--- config.mk ---
export PLATFORM = sky130hd
export DESIGN_NAME = axi_burst_rd
export DESIGN_NICKNAME = d
export VERILOG_FILES = /design/src/rtl/axi_burst_rd_pkg.sv /design/src/rtl/axis_skid_buf.sv /design/src/rtl/axi_burst_rd.sv
export SDC_FILE = /design/constraint.sdc
export NUM_CORES = 1
export LEC_CHECK = 0
export ABC_AREA = 1
export BUFFER_PORTS_ARGS = -buffer_cell sky130_fd_sc_hd__buf_2
export CORE_UTILIZATION = 56
export DETAILED_ROUTE_END_ITERATION = 10
export PLACE_DENSITY_LB_ADDON = 0.08
export SLEW_MARGIN = 0
export SYNTH_ARGS = -nofsm -noshare
export SYNTH_HDL_FRONTEND = slang
export SYNTH_SLANG_ARGS = --single-unit
--- constraint.sdc ---
create_clock -name clk -period 5.1 [get_ports clk]
set_clock_uncertainty 0.15 [all_clocks]
set_input_delay 1.02 -clock clk [delete_from_list [all_inputs] [get_ports clk]]
set_output_delay 1.02 -clock clk [all_outputs]
set_load 0.01 [all_outputs]
--- src/rtl/axi_burst_rd_pkg.sv ---
// Shared types and constants for the AXI4 burst read master.
package axi_burst_rd_pkg;

  typedef enum logic [1:0] {
    ST_IDLE  = 2'd0,
    ST_ISSUE = 2'd1,
    ST_DRAIN = 2'd2,
    ST_END   = 2'd3
  } state_t;

  localparam logic [1:0] AXI_BURST_INCR  = 2'b01;
  localparam logic [1:0] AXI_RESP_OKAY   = 2'b00;
  localparam logic [1:0] AXI_RESP_EXOKAY = 2'b01;

  function automatic int bytes_per_burst(input int data_width, input int burst_length);
    return (burst_length + 1) * (data_width / 8);
  endfunction

endpackage

--- src/rtl/axis_skid_buf.sv ---
// Two-entry skid buffer; upstream ready depends only on local flops, never on tx_ready.
module axis_skid_buf #(
  parameter int DATA_WIDTH = 64
) (
  input  logic                  clk,
  input  logic                  rst,
  input  logic [DATA_WIDTH-1:0] rx_data,
  input  logic                  rx_valid,
  output logic                  rx_ready,
  output logic [DATA_WIDTH-1:0] tx_data,
  output logic                  tx_valid,
  input  logic                  tx_ready,
  output logic                  empty
);

  logic [DATA_WIDTH-1:0] skid_data;
  logic                  skid_valid;
  logic                  rx_hs;
  logic                  tx_free;

  assign rx_ready = ~skid_valid;
  assign rx_hs    = rx_valid & rx_ready;
  assign tx_free  = ~tx_valid | tx_ready;
  assign empty    = ~tx_valid & ~skid_valid;

  always_ff @(posedge clk or posedge rst) begin
    if (rst) begin
      tx_valid   <= 1'b0;
      skid_valid <= 1'b0;
    end else if (tx_free) begin
      tx_valid   <= skid_valid | rx_hs;
      skid_valid <= 1'b0;
    end else if (rx_hs) begin
      skid_valid <= 1'b1;
    end
  end

  // Data registers carry no reset; the valid flags above qualify them.
  always_ff @(posedge clk) begin
    if (tx_free) begin
      if (skid_valid)
        tx_data <= skid_data;
      else if (rx_hs)
        tx_data <= rx_data;
    end else if (rx_hs) begin
      skid_data <= rx_data;
    end
  end

endmodule

--- src/rtl/axi_burst_rd.sv ---
// AXI4 read master issuing fixed-length INCR bursts and streaming R data to AXIS.
// Optional skid buffer on the R->AXIS path: define AXI_BURST_RD_SKID_EN.
module axi_burst_rd #(
  parameter int DATA_WIDTH      = 64,
  parameter int ADDR_WIDTH      = 32,
  parameter int BURST_LENGTH    = 15,
  parameter int MAX_OUTSTANDING = 4,
  parameter int NB_WIDTH        = 32
) (
  input  logic                  clk,
  input  logic                  rst,
  input  logic                  start,
  input  logic [ADDR_WIDTH-1:0] addr,
  input  logic [NB_WIDTH-1:0]   nbursts,
  output logic                  done,
  output logic                  rd_err,
  output logic [ADDR_WIDTH-1:0] m_axi_araddr,
  output logic [7:0]            m_axi_arlen,
  output logic [2:0]            m_axi_arsize,
  output logic [1:0]            m_axi_arburst,
  output logic                  m_axi_arvalid,
  input  logic                  m_axi_arready,
  input  logic [DATA_WIDTH-1:0] m_axi_rdata,
  input  logic [1:0]            m_axi_rresp,
  input  logic                  m_axi_rlast,
  input  logic                  m_axi_rvalid,
  output logic                  m_axi_rready,
  output logic [DATA_WIDTH-1:0] m_axis_tdata,
  output logic                  m_axis_tvalid,
  input  logic                  m_axis_tready
);

  import axi_burst_rd_pkg::*;

  localparam int OUT_W = $clog2(MAX_OUTSTANDING) + 1;
  localparam int BPB   = bytes_per_burst(DATA_WIDTH, BURST_LENGTH);
  localparam int SIZE  = $clog2(DATA_WIDTH / 8);

  state_t                state, state_nx;
  logic [ADDR_WIDTH-1:0] ar_addr_r;
  logic [NB_WIDTH-1:0]   ar_left;
  logic [NB_WIDTH-1:0]   r_left;
  logic [OUT_W-1:0]      outstanding;
  logic                  rd_err_r;
  logic                  active;
  logic                  ar_hs;
  logic                  r_hs;
  logic                  r_last_hs;
  logic                  r_bad;
  logic                  buf_empty;

  assign active    = (state == ST_ISSUE) || (state == ST_DRAIN);
  assign ar_hs     = m_axi_arvalid & m_axi_arready;
  assign r_hs      = m_axi_rvalid & m_axi_rready;
  assign r_last_hs = r_hs & m_axi_rlast;
  // EXOKAY is a success response; only SLVERR/DECERR flag an error.
  assign r_bad     = (m_axi_rresp != AXI_RESP_OKAY) && (m_axi_rresp != AXI_RESP_EXOKAY);

  // arvalid depends only on registered state, so it cannot drop before arready.
  assign m_axi_arvalid = (state == ST_ISSUE) && (ar_left != '0) &&
                         (outstanding < OUT_W'(MAX_OUTSTANDING));
  assign m_axi_araddr  = ar_addr_r;
  assign m_axi_arlen   = 8'(BURST_LENGTH);
  assign m_axi_arsize  = 3'(SIZE);
  assign m_axi_arburst = AXI_BURST_INCR;
  assign done          = (state == ST_END);
  assign rd_err        = rd_err_r;

`ifdef AXI_BURST_RD_SKID_EN
  logic skid_ready;

  axis_skid_buf #(
    .DATA_WIDTH(DATA_WIDTH)
  ) u_skid (
    .clk      (clk),
    .rst      (rst),
    .rx_data  (m_axi_rdata),
    .rx_valid (m_axi_rvalid & active),
    .rx_ready (skid_ready),
    .tx_data  (m_axis_tdata),
    .tx_valid (m_axis_tvalid),
    .tx_ready (m_axis_tready),
    .empty    (buf_empty)
  );

  assign m_axi_rready = skid_ready & active;
`else
  assign m_axis_tdata  = m_axi_rdata;
  assign m_axis_tvalid = m_axi_rvalid & active;
  assign m_axi_rready  = m_axis_tready & active;
  assign buf_empty     = 1'b1;
`endif

  always_ff @(posedge clk or posedge rst) begin
    if (rst)
      state <= ST_IDLE;
    else
      state <= state_nx;
  end

  always_comb begin
    state_nx = state;
    case (state)
      ST_IDLE:  if (start) state_nx = (nbursts == '0) ? ST_END : ST_ISSUE;
      ST_ISSUE: if (ar_hs && (ar_left == NB_WIDTH'(1))) state_nx = ST_DRAIN;
      // Completion waits for any beats still held in the skid buffer.
      ST_DRAIN: if ((r_left == '0) && buf_empty) state_nx = ST_END;
      ST_END:   if (!start) state_nx = ST_IDLE;
      default:  state_nx = ST_IDLE;
    endcase
  end

  always_ff @(posedge clk or posedge rst) begin
    if (rst) begin
      ar_addr_r   <= '0;
      ar_left     <= '0;
      r_left      <= '0;
      outstanding <= '0;
      rd_err_r    <= 1'b0;
    end else if ((state == ST_IDLE) && start) begin
      ar_addr_r   <= addr;
      ar_left     <= nbursts;
      r_left      <= nbursts;
      outstanding <= '0;
      rd_err_r    <= 1'b0;
    end else begin
      if (ar_hs) begin
        ar_addr_r <= ar_addr_r + ADDR_WIDTH'(BPB);
        ar_left   <= ar_left - NB_WIDTH'(1);
      end
      if (r_last_hs && (r_left != '0))
        r_left <= r_left - NB_WIDTH'(1);
      if (r_hs && r_bad)
        rd_err_r <= 1'b1;
      case ({ar_hs, r_last_hs})
        2'b10:   outstanding <= outstanding + OUT_W'(1);
        2'b01:   if (outstanding != '0) outstanding <= outstanding - OUT_W'(1);
        default: outstanding <= outstanding;
      endcase
    end
  end

endmodule

### Yosys cells after proc, flatten, opt, wreduce, memory -nomap -nowiden

Cells that the tools add are included.

* output and inout port bits: 114
* bits of input ports: 137
* flip-flop bits (word level): 102
* word-level logic and storage cells: 67

* add/subtract/negate cells: 5
* equality and inequality tests: 12
* order comparisons: 1
* bitwise operators: 5
* mux-type cells: 17
* reductions and logical operators: 21

Operators by type and width (number)
* $mux W32: 6
* $logic_not A32 Y1: 2
* $reduce_bool A32 Y1: 2
* $sub A32 B1 Y32 const B: 2
* $add A32 B8 Y32 const B: 1
* $eq A32 B1 Y1 const B: 1
* $mux W2: 5
* $pmux W2 S4: 1
* $reduce_bool A2 Y1: 4
* $logic_and A1 B1 Y1: 7
* $eq A2 B2 Y1 const B: 3
* $mux W3: 2
* $ne A2 B1 Y1 const B: 3
* $pmux W3 S2: 1
* $reduce_bool A3 Y1: 2
* $and A1 B1 Y1: 5
* $eq A2 B1 Y1 const B: 2
* $ne A2 B2 Y1 const B: 2
* $reduce_and A4 Y1: 1
* $add A3 B1 Y3 const B: 1
* $lt A3 B3 Y1 const B: 1
* $ne A3 B3 Y1 const B: 1
* $sub A3 B1 Y3 const B: 1
* $logic_not A2 Y1: 1
* 3 further kinds: 4

### Depth between registers and ports, before layout

Gate-level depths: netlist (run 1).

* word-level depth: 8
* mapped depth: 14
* gate-level depth less buffers: 14

### Worst setup path before layout (run 1)

Ideal clock, no wire load.

* path kind: input to register
* start: input m_axis_tready
* end: register outstanding[2]
* setup slack: 2.513 ns
* buffers on the path: 0
* cell stages on the path: 10
* setup time: 0.121 ns
* data required time: 4.829 ns
* arrival: 2.316 ns
* cell sequence: nand2_1 -> inv_1 -> nand3_1 -> inv_1 -> nand2_2 -> fa_1 -> xor2_1 -> nand3b_1 -> nand2_1 -> o21ai_1

* longest elaborated chain between the ends: 6
* elaborated cells on any way between the ends: 10
* those cells by class: 3 x eq/ne; 2 x mux; 3 x bitwise; 2 x reduce/logical

Ends and longest elaborated chain
* start, declared: line axi_burst_rd.sv:30 `input logic m_axis_tready`
* $and A1 B1 Y1 (*): line axi_burst_rd.sv:90 `assign m_axi_rready = m_axis_tready & active;`
* via m_axi_rready: line axi_burst_rd.sv:27 `output logic m_axi_rready,`
* $and A1 B1 Y1 (*): line axi_burst_rd.sv:54 `assign r_hs = m_axi_rvalid & m_axi_rready;`
* $and A1 B1 Y1 (*): line axi_burst_rd.sv:55 `assign r_last_hs = r_hs & m_axi_rlast;`
* $eq A2 B1 Y1 / $eq A2 B2 Y1 (equally long branches): line axi_burst_rd.sv:135 `case ({ar_hs, r_last_hs})`
* $pmux W3 S2, or another cell as far along: line axi_burst_rd.sv:135
* $mux W3 / $reduce_and A2 Y1 (equally long branches)
* end signal, assigned: line axi_burst_rd.sv:136 `2'b10: outstanding <= outstanding + OUT_W'(1);`
* end signal, assigned: line axi_burst_rd.sv:137 `2'b01: if (outstanding != '0) outstanding <= outstanding - OUT_W'(1);`
* end signal, assigned: line axi_burst_rd.sv:138 `default: outstanding <= outstanding;`
* end, declared: line axi_burst_rd.sv:43 `logic [OUT_W-1:0] outstanding;`

Mark *: on every way through the listed nets, which the timed path passes. The rest lies on a longest branch.
A chain may end at the register's enable or synchronous reset.

### Final worst setup path (run 1)

* start: register ar_left[0]
* end: output m_axi_arvalid

* longest elaborated chain between the ends: 3

Ends and longest elaborated chain
* start, declared: line axi_burst_rd.sv:41 `logic [NB_WIDTH-1:0] ar_left;`
* start signal, assigned: line axi_burst_rd.sv:122 `ar_left <= nbursts;`
* start signal, assigned: line axi_burst_rd.sv:129 `ar_left <= ar_left - NB_WIDTH'(1);`
* $reduce_bool A32 Y1: line axi_burst_rd.sv:60 `assign m_axi_arvalid = (state == ST_ISSUE) && (ar_left != '0) &&`
* $logic_and A1 B1 Y1 (2 in a row): line axi_burst_rd.sv:60
* end, declared: line axi_burst_rd.sv:21 `output logic m_axi_arvalid,`

No other way between the ends.

==> qor.yml, run 1 <==
viasPerCell: 5.47
min-delay-start: "m_axi_araddr[6]$_DFFE_PP0P_"
ys_top_cells_by_area: "dfrtp_1, nand2_1, buf_4, nor2_1, xor2_1"
finalSetupViolations: 0
synthArstFlopShare_pct: 100
netlist_area_sq_um: 7380
nNetsFinal: 1199
maxSlewHeadroom_pct: 38.4
drv_slew: 0
yosysUniqueCellTypes: 42
drt-total-wl_mm: 19.3
clk_pin_slew_ns: 0.08
startpoint: "ar_left[0]$_DFFE_PP0N_"
critical-path-max-stage-delay_ns: 0.39
portBuffers: 108
dp_hpwl_mm: 14.1
worstPathArrival_ns: 2.13
drtIter0Drc: 441
power.total_mw: 4.55
grt_pass1_vias: 6068
power_leakage_nw: 3.73
tightest_slew_ns: 0.922
antennaDiodeCount: 0
worstSetupPathType: "flip-flop to output pin"
synth_edf_count: 0
fin_crit_ns: 3.30
cts-root-buf: "clkbuf_16"
critPathCaptureType: "output pin"
syn_area_per_cell_sq_um: 7.25
drive_gt1_share_pct: 15.7
critical_path.top_delay_family: "simple AND/OR/NAND/NOR gates"
clockBufferDepth: 2
finalCritPeriodShare_pct: 64.8
r2r-start: "ar_left[0]$_DFFE_PP0N_"
fin_cells: 1229
numCtsBuffers: 9
final_antenna_net_count: 0
rsz0062_at_grt: "false"
fmax_mhz: 303
grt_pass1_wl_mm: 30.8
initial_core_util_pct: 58.0
path_cells: "inv_1 -> ha_1 -> nand2_2 -> nor2_4 -> nand2_2 -> nor2_4 -> nand2_2 -> nand2_1 -> inv_2 -> buf_2"
layout_setup_ws_ns: 1.80
synth_top_area_share_pct: 34.6
syn2layout_area_growth_pct: 5.90
synth_seq_area_share_pct: 34.6
synthCells: 1018
route.detailed.drc: 0
chipWidth_microns: 117
vias: 6728
min_path_type: "flip-flop to flip-flop"
cap_violations: 0
cts_tree: "built"
power_density_nw_per_um2: 582
grt_remaining_overflow: 0
cts_sinks: 102
grt_start_max_net_pins: 63
io_pins: 251
irDropWorstVdd_mv: 0.273
cts_resized: 0
setup_tns_ns: 0
dieArea_sq_um: 13600
grtUsageTotal_pct: 29.7
cp.buffers_inverters: 3
gp_congestion: 0.917
preCtsSetupSlack_ns: 2.10
antenna_found_initial: 0
routedWlPerCell_microns: 15.7
coreArea_sq_um: 12700
synth_warnings: 0
first_pass_iters: 5
yosysTopAreaCell: "dfrtp_1"
required_ns: 3.93
cts_setup_buffers: 0
placed_cells: 1213
clk_latency_ns: 0.37
synth_ff_type: "dfrtp_1"
rows: 41
synth_seq_cells: 102
crit_top_cell: "nand2_2"
critPathMaxFanout: 6
hold_viol_final: 0
h-tree-depth: 3
worstSetupStartpointType: "flip-flop"
outcome: "completed"
postCtsHoldBufs: 0
die_h_microns: 117
crit_slowest_cell: "dfrtp_1"
==> power breakdown <==
| group | switching, mW | internal [mW] |
|---|---|---|
| registers | 0.443 | 1.20 |
| logic | 1.37 | 0.803 |
| clock network | 0.328 | 0.408 |
==> state kept, by name, summed over array words and instances, names as in the netlist <==
register and cells:
ar_left 32, outstanding 3, r_left 32, rd_err 1
state 2, m_axi_araddr 32
==> per-layer routing <==
layer	GRT usage (%)	wire length, microns	vias to the layer above
li1	-	-	3282
met1	42.2	9050	3153
met2	46.2	8510	259
met3	5.51	1330	34
met4	9.03	372	0
met5	0	0	-
==> tightest hold or removal path, delay by kind of cell (launching register included) <==
| family | cells | cell delay [ns] |
|---|---|---|
| simple gates | 2 | 0.10 |
| flops | 1 | 0.35 |
==> cells in the final DEF (no fill, tap or decap), types with 6 or more instances in the layout <==
cell / n
xor2_1: 52
nor2_2: 7
o211ai_1: 49
dfrtp_1: 102
o211ai_2: 11
nand2_2: 6
inv_1: 75
nand3_1: 63
o21ai_0: 13
buf_2: 108
clkbuf_16: 9
conb_1: 13
nand4_1: 22
nor2_1: 130
xnor2_1: 15
nand2_1: 296
ha_1: 9
nor3_1: 20
nor4_1: 7
==> synth_stat cells, types with 3 or more instances <==
master,n
a21oi_1,3
ha_1,9
buf_6,3
o211ai_1,49
nand2_2,6
nand2_1,296
inv_1,76
nand4_1,22
clkbuf_1,10
xnor2_1,15
nor2_1,131
nand3b_1,4
o211ai_2,11
buf_2,7
nand3_1,63
dfrtp_1,102
a31oi_1,4
inv_2,3
buf_4,80
nor2_2,6
xor2_1,52
nor3_1,20
o21ai_1,5
nor4_1,7
o21ai_0,13
==> stage by stage <==
step	instance area [sq um]	hold slack, ns	util, %
after floorplan	7420	0.320	-
after CTS	7820	0.335	61.4
after detailed placement	7510	0.314	59.0
after global placement	7510	0.311	59.0
final	7820	0.331	61.4
after global routing	7820	0.346	61.4
==> path summary, 6_finish.rpt <==
path,endpoint,slack (ns),cells after the start
setup reg to reg,outstanding[2]$_DFFE_PP0P_,2.20,14
setup / recovery,m_axi_arvalid,1.80,10
max in group asynchronous,m_axi_araddr[31]$_DFFE_PP0N_,3.07,3
min in group asynchronous,r_left[21]$_DFFE_PP0P_,0.65,2
hold reg to reg,m_axi_araddr[6]$_DFFE_PP0P_,0.33,2
hold / removal,m_axi_araddr[6]$_DFFE_PP0P_,0.33,2
==> layout make-up <==
type,count,area (sq um)
inverter,81,308
multi-input combinational,746,3860
tap,172,215
clock inverter,5,57.6
clock buffer,11,253
fill,1246,4900
sequential,102,2550
timing repair buffer,112,571
==> cells by family (layout without fill, tap and decap cells) <==
kind of cell             after synthesis  after routing  synth area share [%]
AO/OA/AOI/OAI                         87             87                  8.93
XOR/XNOR                              67             67                  7.95
adder cells (fa/ha/maj)               10             10                  1.80
buffers and inverters                181            209                  13.7
flip-flops                           102            102                  34.6
other                                  2             13                 0.102
AND/OR/NAND/NOR                      569            569                  32.9
No activity file was read; power rests on OpenSTA's default activity.
==> run 2, diff against run 1 <==
Settings changed: CORE_UTILIZATION 56 to 52.
Clock period 5.1 ns to 3.3 ns, I/O delays scaled along.
==> run 2 against run 1 <==
Compared with the run above:
- worst setup slack lost 1.4 ns
- via count shrank 0.89%
- critical path depth rose by 4
- design area is 0.19% higher
- register-to-register slack got worse by 1.8 ns
- sequential cell count unchanged
- global-route usage shrank 1.7 points
- utilization decreased by 5.0 points
- final cell count is 0.81% higher
- power increased by 53%
- combinational power up 55%
- critical endpoint is now ar_left[31]$_DFFE_PP0N_
- largest cell class unchanged
==> qor.yml, run 2 (synthesis gave the netlist of run 1 again) <==
outcome: "completed"
irDropWorstVdd_mv: 0.374
cap_violations: 0
setup_tns_ns: 0
antennaDiodeCount: 0
chipWidth_microns: 121
drive_gt1_share_pct: 15.9
gp_congestion: 0.880
nNetsFinal: 1201
layout_commonest_cell: "nand2_1"
most-common-layout-cells: "nand2_1, nor2_1, buf_2, dfrtp_1, inv_1"
power_leakage_nw: 3.74
routedWlPerCell_microns: 15.6
clk_latency_ns: 0.36
antenna_found_initial: 0
route.detailed.drc: 0
die_h_microns: 121
fillerInstances: 1402
worstSetupPathType: "flip-flop to flip-flop"
finalCritPeriodShare_pct: 88.8
dieArea_sq_um: 14700
grt_remaining_overflow: 0
first_pass_iters: 5
initial_core_util_pct: 53.2
critPathMaxFanout: 33
drv_slew: 0
critPathCaptureType: "flip-flop"
rows: 43
startpoint: "ar_left[0]$_DFFE_PP0N_"
drt-total-wl_mm: 19.4
power.total_mw: 6.97
fin_crit_ns: 2.93
r2r-start: "ar_left[0]$_DFFE_PP0N_"
drtIter0Drc: 535
postCtsHoldBufs: 0
power_density_nw_per_um2: 889
vias: 6668
grt_pass1_wl_mm: 31.5
cts_setup_buffers: 0
dp_hpwl_mm: 14.4
r2r_end: "ar_left[31]$_DFFE_PP0N_"
grtUsageTotal_pct: 28.0
rr_worst_depth: 14
portBuffers: 108
grt_start_max_net_pins: 103
cts-root-buf: "clkbuf_16"
cts_tree: "built"
min_path_type: "input port to asynchronous set/reset pin"
reg2reg_slack_ns: 0.37
worstPathArrival_ns: 3.00
viasPerCell: 5.38
h-tree-depth: 3
cts_sinks: 102
coreArea_sq_um: 13900
rsz0062_at_grt: "false"
finalSetupViolations: 0
grt_pass1_vias: 6195
cts_resized: 0
maxSlewHeadroom_pct: 58.3
preCtsSetupSlack_ns: 0.388
final_antenna_net_count: 0
clk_pin_slew_ns: 0.07
io_pins: 251
tightest_slew_ns: 0.626
syn2layout_area_growth_pct: 6.10
layout_setup_ws_ns: 0.369
fmax_mhz: 341
worstSetupStartpointType: "flip-flop"
required_ns: 3.37
hold_viol_final: 0
clockBufferDepth: 2
numCtsBuffers: 9
[run 2: per-layer routing]
metal  global-route usage [%]  routed length, microns  up-vias  share of wire, %
met2                     42.8                    8540      264                44
met3                     5.64                    1560       21               8.0
met4                     7.64                     321        0               1.7
met5                        0                       0        -                 0
li1                         -                       -     3282                 -
met1                     40.0                    8960     3101                46
[run 2: worst max path at each step]
stage / end / slack, ns / depth (start not counted)
2_1_floorplan: outstanding[2]$_DFFE_PP0P_ / 0.79 / 14
5_1_grt: ar_left[31]$_DFFE_PP0N_ / 0.06 / 14
3_3_place_gp: ar_left[31]$_DFFE_PP0N_ / 0.43 / 14
4_1_cts: ar_left[31]$_DFFE_PP0N_ / 0.37 / 14
6_report: ar_left[31]$_DFFE_PP0N_ / 0.37 / 14
3_5_place_dp: ar_left[31]$_DFFE_PP0N_ / 0.39 / 14
[run 2: metrics by stage]
step | util (%) | hold WS [ns] | instances | cell area, sq um
finish | 56.4 | 0.241 | 1239 | 7830
floorplan | - | 0.320 | 1029 | 7430
global placement | 54.4 | 0.312 | 1223 | 7550
CTS | 56.4 | 0.325 | 1239 | 7830
detailed placement | 54.4 | 0.310 | 1223 | 7550
global route | 56.4 | 0.332 | 1239 | 7830
[run 2: critical path, stage by stage, from the launching register on]
cell and delay [ns]:
dfrtp_1 0.35, inv_1 0.09, ha_1 0.25, nand2_2 0.13
nor2_4 0.08, nand2_2 0.12, nor2_4 0.06, nand2_2 0.11
nand3_4 0.18, nand2_4 0.37, clkinv_2 0.54, nand2_1 0.18
nand2_1 0.07, inv_1 0.05, o21ai_1 0.06
[run 2: area by class of cell]
type                    count  area, sq um  area share [%]
inverters                  81          309            3.95
flip-flops and latches    102         2550            32.6
clock inverters             4         20.0           0.256
multi-input cells         746         3860            49.3
clock buffers              12          267            3.40
well taps                 180          225            2.88
repair buffers            114          598            7.64
[run 2: where the power goes]
group          switching, mW  total [mW]  internal, mW
logic                   2.12        3.37          1.25
registers              0.685        2.54          1.85
clock network          0.488        1.06         0.569
